==> src/rtl/junction_controller.sv <==
// ---------------------------------------------------------------------------
// junction_controller
//   Two-road junction sequencer (North-South / East-West) using the UK lamp
//   order red -> red+amber -> green -> amber -> red, with an all-red gap
//   between roads and an optional pedestrian walk phase. The walk phase is
//   inserted only after East-West amber, and only when a request is latched.
//
// Ports
//   clk       in   rising-edge clock
//   rst_n     in   asynchronous active-low reset
//   en        in   1 = dwell counter runs; 0 = hold state and counter
//   ped_req   in   pedestrian button, any pulse length
//   ns_red/ns_amber/ns_green   out  North-South lamps
//   ew_red/ew_amber/ew_green   out  East-West lamps
//   walk      out  pedestrian walk lamp (both roads red)
//   ped_wait  out  request latched but not yet served
// ---------------------------------------------------------------------------
module junction_controller #(
    parameter int T_GREEN     = 8,
    parameter int T_AMBER     = 3,
    parameter int T_RED_AMBER = 2,
    parameter int T_ALL_RED   = 1,
    parameter int T_WALK      = 6,
    parameter int CNT_W       = 8
) (
    input  logic clk,
    input  logic rst_n,
    input  logic en,
    input  logic ped_req,
    output logic ns_red,
    output logic ns_amber,
    output logic ns_green,
    output logic ew_red,
    output logic ew_amber,
    output logic ew_green,
    output logic walk,
    output logic ped_wait
);

    typedef enum logic [3:0] {
        ALL_RED_A, NS_RA, NS_G, NS_A, ALL_RED_B, EW_RA, EW_G, EW_A, PED_WALK
    } state_t;

    state_t           state, state_nxt;
    logic [CNT_W-1:0] cnt, cnt_nxt;
    logic             ped_pending, ped_nxt;

    // Counter reload value (dwell - 1) for the state being entered.
    function automatic logic [CNT_W-1:0] dwell_m1(input state_t s);
        case (s)
            NS_RA, EW_RA:         dwell_m1 = CNT_W'(T_RED_AMBER - 1);
            NS_G, EW_G:           dwell_m1 = CNT_W'(T_GREEN - 1);
            NS_A, EW_A:           dwell_m1 = CNT_W'(T_AMBER - 1);
            PED_WALK:             dwell_m1 = CNT_W'(T_WALK - 1);
            default:              dwell_m1 = CNT_W'(T_ALL_RED - 1);
        endcase
    endfunction

    always_ff @(posedge clk or negedge rst_n) begin
        if (!rst_n) begin
            state       <= ALL_RED_A;
            cnt         <= CNT_W'(T_ALL_RED - 1);
            ped_pending <= 1'b0;
        end else begin
            state       <= state_nxt;
            cnt         <= cnt_nxt;
            ped_pending <= ped_nxt;
        end
    end

    always_comb begin
        state_nxt = state;
        cnt_nxt   = cnt;
        ped_nxt   = ped_pending | ped_req;
        if (en) begin
            if (cnt == '0) begin
                case (state)
                    ALL_RED_A: state_nxt = NS_RA;
                    NS_RA:     state_nxt = NS_G;
                    NS_G:      state_nxt = NS_A;
                    NS_A:      state_nxt = ALL_RED_B;
                    ALL_RED_B: state_nxt = EW_RA;
                    EW_RA:     state_nxt = EW_G;
                    EW_G:      state_nxt = EW_A;
                    EW_A:      state_nxt = ped_pending ? PED_WALK : ALL_RED_A;
                    default:   state_nxt = ALL_RED_A;
                endcase
                cnt_nxt = dwell_m1(state_nxt);
            end else begin
                cnt_nxt = cnt - 1'b1;
            end
        end
        // Entering the walk serves the request; a press on that same edge
        // is considered served too.
        if (state_nxt == PED_WALK && state != PED_WALK)
            ped_nxt = 1'b0;
    end

    // Moore lamp decode: one pattern per state, never green/amber on both.
    always_comb begin
        ns_red   = 1'b1;
        ns_amber = 1'b0;
        ns_green = 1'b0;
        ew_red   = 1'b1;
        ew_amber = 1'b0;
        ew_green = 1'b0;
        walk     = 1'b0;
        case (state)
            NS_RA:    ns_amber = 1'b1;
            NS_G:     begin ns_red = 1'b0; ns_green = 1'b1; end
            NS_A:     begin ns_red = 1'b0; ns_amber = 1'b1; end
            EW_RA:    ew_amber = 1'b1;
            EW_G:     begin ew_red = 1'b0; ew_green = 1'b1; end
            EW_A:     begin ew_red = 1'b0; ew_amber = 1'b1; end
            PED_WALK: walk = 1'b1;
            default:  ;
        endcase
    end

    assign ped_wait = ped_pending;

endmodule
==> config.mk <==
export PLATFORM = sky130hd
export DESIGN_NAME = junction_controller
export DESIGN_NICKNAME = d
export VERILOG_FILES = /design/src/rtl/junction_controller.sv
export SDC_FILE = /design/constraint.sdc
export NUM_CORES = 1
export LEC_CHECK = 0
export BUFFER_PORTS_ARGS = -buffer_cell sky130_fd_sc_hd__buf_4
export CORE_MARGIN = 2
export CORE_UTILIZATION = 58
export CTS_CLUSTER_SIZE = 12
export DETAILED_ROUTE_END_ITERATION = 8
export PLACE_DENSITY = 0.78
export SLEW_MARGIN = 15
export SYNTH_ARGS = -nofsm -noshare
export SYNTH_HDL_FRONTEND = slang
export SYNTH_SLANG_ARGS = --single-unit
==> constraint.sdc <==
create_clock -name clk -period 4.7 [get_ports clk]
set_input_delay 0.235 -clock clk [delete_from_list [all_inputs] [get_ports clk]]
set_output_delay 0.235 -clock clk [all_outputs]
set_load 0.05 [all_outputs]
; Word level (Yosys, flattened, before mapping)
; Index checks and enable logic that the tools add are counted.
[totals]
register_bits = 13
elab_cells = 48
[classes]
addsub = 1
eq_ne = 17
muxes = 16
n_bitwise = 1
n_reduce_logical = 10
[ops]
columns = op, n
row1 = one-hot mux 4 bit (8 select lines), 1
row2 = "equality test 4 x 3 -> 1 bit, second input constant", 7
row3 = 2-to-1 mux 4 bit, 5
row4 = "equality test 4 x 2 -> 1 bit, second input constant", 4
row5 = OR reduction 2 bit, 7
row6 = "equality test 4 bit, second input constant", 3
row7 = one-hot mux 3 bit (4 select lines), 1
row8 = "equality test 4 x 1 -> 1 bit, second input constant", 2
row9 = logical NOT 8 bit, 1
row10 = 2-to-1 mux 1 bit, 8
row11 = 2-to-1 mux 8 bit, 1
row12 = "subtractor 8 x 1 -> 8 bit, second input constant", 1
row13 = logical NOT 4 bit, 1
row14 = "inequality test 4 bit, second input constant", 1
row15 = logical AND 1 bit, 1
row16 = bitwise OR 1 bit, 1

; Longest topological paths before layout
[depth]
ltp_word = 9
depth_mapped = 5
depth_no_buf = 5

; Least setup slack after synthesis
; No wires, ideal clock.
[synth_timing]
path_kind = reg2out
start = register state[3]
end = output port walk
arrival_ps = 2181
required_ps = 4465
setup_slack_ps = 2284
stages_incl_launch_ff = 4
path_buffers = 1
path_cell_list = dfrtp_1 > clkbuf_1 > inv_1 > nor4_1
[synth_via]
elab_chain_cells = 2
[synth_rtl]
columns = item, line
row1 = start: declaration, 44  ; state_t state, state_nxt;
row2 = start signal: assignment, 65  ; state <= state_nxt;
row3 = equality test 4 bit, 108  ; case (state)
row4 = 2-to-1 mux 1 bit, 108
row5 = end: declaration, 36  ; output logic walk,
; Every way passes these cells.

; Final worst setup path
[layout_timing]
start = register cnt[0]
end = register cnt[1]
[layout_via]
elab_chain_cells = 2
word_cells_on_any_way = 3
cone_classes = add/sub (1) / mux (1) / reduce/logical (1)
[layout_rtl]
columns = item, line
row1 = start: declaration, 45  ; logic [CNT_W-1:0] cnt, cnt_nxt;
row2 = start signal: assignment, 62  ; cnt <= CNT_W'(T_ALL_RED - 1);
row3 = start signal: assignment, 66  ; cnt <= cnt_nxt;
row4 = subtractor 8 x 1 -> 8 bit or logical NOT 8 bit (tied branches), "90, 76"
row5 = 2-to-1 mux 8 bit (*), 76  ; if (cnt == '0) begin
; Mark *: on every way between the ends. The rest lies on a longest branch, timed or not.
; A chain may end at the register's enable or synchronous reset.

==> results.md <==
- Outcome: finished clean
- Initial drt markers: 9
- Fmax: 0.450 GHz
- Full die area: 0.00169 sq mm
- Worst setup slack after placement: 2510 ps
- Cell Rows: 13
- Total GRT Usage: 22.9%
- Cell family with most CP delay: simple AND/OR/NAND/NOR gates
- Largest net degree at the start of global routing: 14
- Post-synthesis sequential area ratio: 40.7%
- Cts bufs inserted: 3
- Setup violators final: 0
- Maximum vdd ir drop: 295 uV
- Slew @ Worst Pin: 913 ps
- Setup CP Type: register to register
- CP max FO: 9
- Max Root-Sink Buffers: 2
- Nets: 106
- Core area: 0.00130 sq mm
- Lkg Pwr: 0.000380 uW
- Net Sw Power: 201 uW
- Critical Path RT: 4880 ps
- Buffers plus inverters on the worst setup path: 1
- Gpl congestion: 0.765
- Pre-Repair DR Iteration Count: 4
- Die Wd: 41.1 um
- Logic pwr share: 39.8%
- ANT nets after route: 0
- DP HPWL: 1230 um
- Critical Path Max Stage Delay: 750 ps
- Design Power: 460 uW
- DRC: 0
- Tcrit/Tclk final: 47.3%
- Fin worst setup slack: 2480 ps
- P_int: 259 uW
- RSZ-0062 raised after global routing: no
- CP endpoint kind: register
- Pwr Density: 505 mW/mm^2
- Worst hold slack: 234 ps
- Cell taking the most area after synthesis: dfrtp_1
- H-tree depth: 1
- Yosys top cell area share: 40.7%
- CP startpoint kind: register
- Area Overhead vs Synth: 13.9%
- Switching share of power: 43.7%
- Netlist cell types: 35
- Crit path depth: 5
- Worst skew pair latency: 270 ps
- CTS Root Cell: clkbuf_4
- Largest cells by area after synthesis: dfrtp_1, nor2_1, o31ai_1
- First-pass GRT wire length: 2570 um
- GRT overflow: 0
- Max-cap violations: 0
- Worst Reg-to-Reg Cells: 5
- Number of buffers added on ports: 11
- Clk pwr share: 14.7%
- Seq pwr share: 45.5%
- Initial antenna violation count: 0
- Netlist area before placement: 800 sq um
- Layout Skew: 0.916 ps
- Top Ports: 12
- Min Tclk post-route: 2220 ps
- Fin Setup TNS: 0 ps
- Number of failing hold endpoints at the final stage: 0
- Via count: 681
- Worst hold path class: input pin to register
- Clock-pin slew on the worst setup and hold paths: 80 ps
- # diodes: 0
- Hold path depth: 2
- Drt wl/cell: 14.5 um
- CTS tree: done
- Worst slew margin: 39.0%
- Drt total wl: 1650 um
- Share of cells above drive strength 1: 21.2%
- Setup repair bufs after CTS: 0
- Initial core utilization: 61.4%
- Worst-path cell chain: inv_1 > ha_1 > nor3b_1 > or4b_1 > a31oi_1
- Syn nets: 94
- Vias in the first global route: 592
- Max Slew Vio Count: 0
- Avg Inst Size Synth: 9.09 sq um
- Die Y-Extent: 41.1 um
- Clock Sinks: 13
- Cells after Synth: 88
- CP arrival: 2410 ps
- Slowest CP cell: nor3b_1
- Vias/cell: 5.97
- Flops & latches, synth: 13
- Yosys Warn Count: 0
[cell usage after synthesis, drive strengths merged]
cell	instances
a211o	1
a211oi	1
a21boi	1
a21o	2
a21oi	3
a22o	1
a311o	1
a31oi	3
and3	1
buf	2
clkbuf	3
dfrtp	13
ha	2
inv	5
mux2	2
nand2	4
nand2b	1
nand3	3
nand3b	1
nor2	13
nor3	1
nor3b	1
nor4	3
nor4b	1
o2111ai	1
o21ai	5
o31ai	4
or2	2
or4	2
or4b	2
or4bb	1
xnor2	2
[what timing repair did]
action	in CTS	in global routing
resized for setup	0	0
endpoints found under the hold margin	13	0
hold buffers	1	0
[registers in the layout, summed over array words and instances, names as in the netlist]
name and cells:
state 4, ped_wait 1, cnt 8
[stage by stage]
| step | instances | utilization, % | area, sq um |
|---|---|---|---|
| after detailed placement | 109 | 67.1 | 873 |
| after global routing | 114 | 70.0 | 911 |
| after floorplan | 88 | - | 800 |
| after CTS | 114 | 70.0 | 911 |
| after global placement | 109 | 67.1 | 873 |
| final | 114 | 70.0 | 911 |
[final cells by class]
class | count | area, sq um
inverter | 5 | 18.8
sequential | 13 | 325
tap | 15 | 18.8
clock inverter | 1 | 5.00
fill | 117 | 390
clock buffer | 3 | 22.5
multi-input combinational | 65 | 428
timing repair buffer | 12 | 92.6
[cell families (layout without fill, tap and decap cells)]
kind of cell             count (synthesis)  after routing  share of synthesized area (%)
AND/OR/NAND/NOR                         36             36                           26.0
AO/OA/AOI/OAI                           23             23                           19.4
flip-flops                              13             13                           40.7
buffers and inverters                   10             21                           5.79
adder cells (fa/ha/maj)                  2              2                           3.13
XOR/XNOR                                 2              2                           2.19
multiplexers                             2              2                           2.82
[power by group through the flow]
stage	logic, uW	clock network [uW]	registers (uW)
3_3_place_gp	178	0	209
2_1_floorplan	171	0	181
3_5_place_dp	181	0	212
5_1_grt	199	72.6	217
4_1_cts	183	68.4	209
6_report	183	67.7	209
[metal layers]
layer | wire, um | share of wire (%) | up-vias | track usage, %
met1 | 777 | 47 | 318 | 30.0
met2 | 823 | 50 | 16 | 39.5
met5 | 0 | 0 | - | 0
li1 | - | - | 347 | -
met3 | 48 | 2.9 | 0 | 1.63
met4 | 0 | 0 | 0 | 7.26
[layout by cell type, fill, tap and decap left out, drive strengths merged, types with 2 or more instances in the layout]
cell type,n
or2,2
a21o,2
a31oi,3
buf,11
o31ai,4
a21oi,3
xnor2,2
or4b,2
ha,2
mux2,2
nor2,13
nor4,3
o21ai,5
dfrtp,13
inv,5
nand2,4
clkbuf,3
nand3,3
or4,2
[final timing paths]
check                                      to                from  slack (ps)
min in group asynchronous  cnt[5]$_DFFE_PN0P_               rst_n         340
setup / recovery           cnt[1]$_DFFE_PN0P_  cnt[0]$_DFFE_PN0P_        2480
hold / removal             cnt[0]$_DFFE_PN0P_                  en         230
max in group asynchronous  cnt[0]$_DFFE_PN0P_               rst_n        4210
hold reg to reg            cnt[7]$_DFFE_PN0P_  cnt[7]$_DFFE_PN0P_         530
setup reg to reg           cnt[1]$_DFFE_PN0P_  cnt[0]$_DFFE_PN0P_        2480
Note: power is estimated with default switching activity, not from simulation.
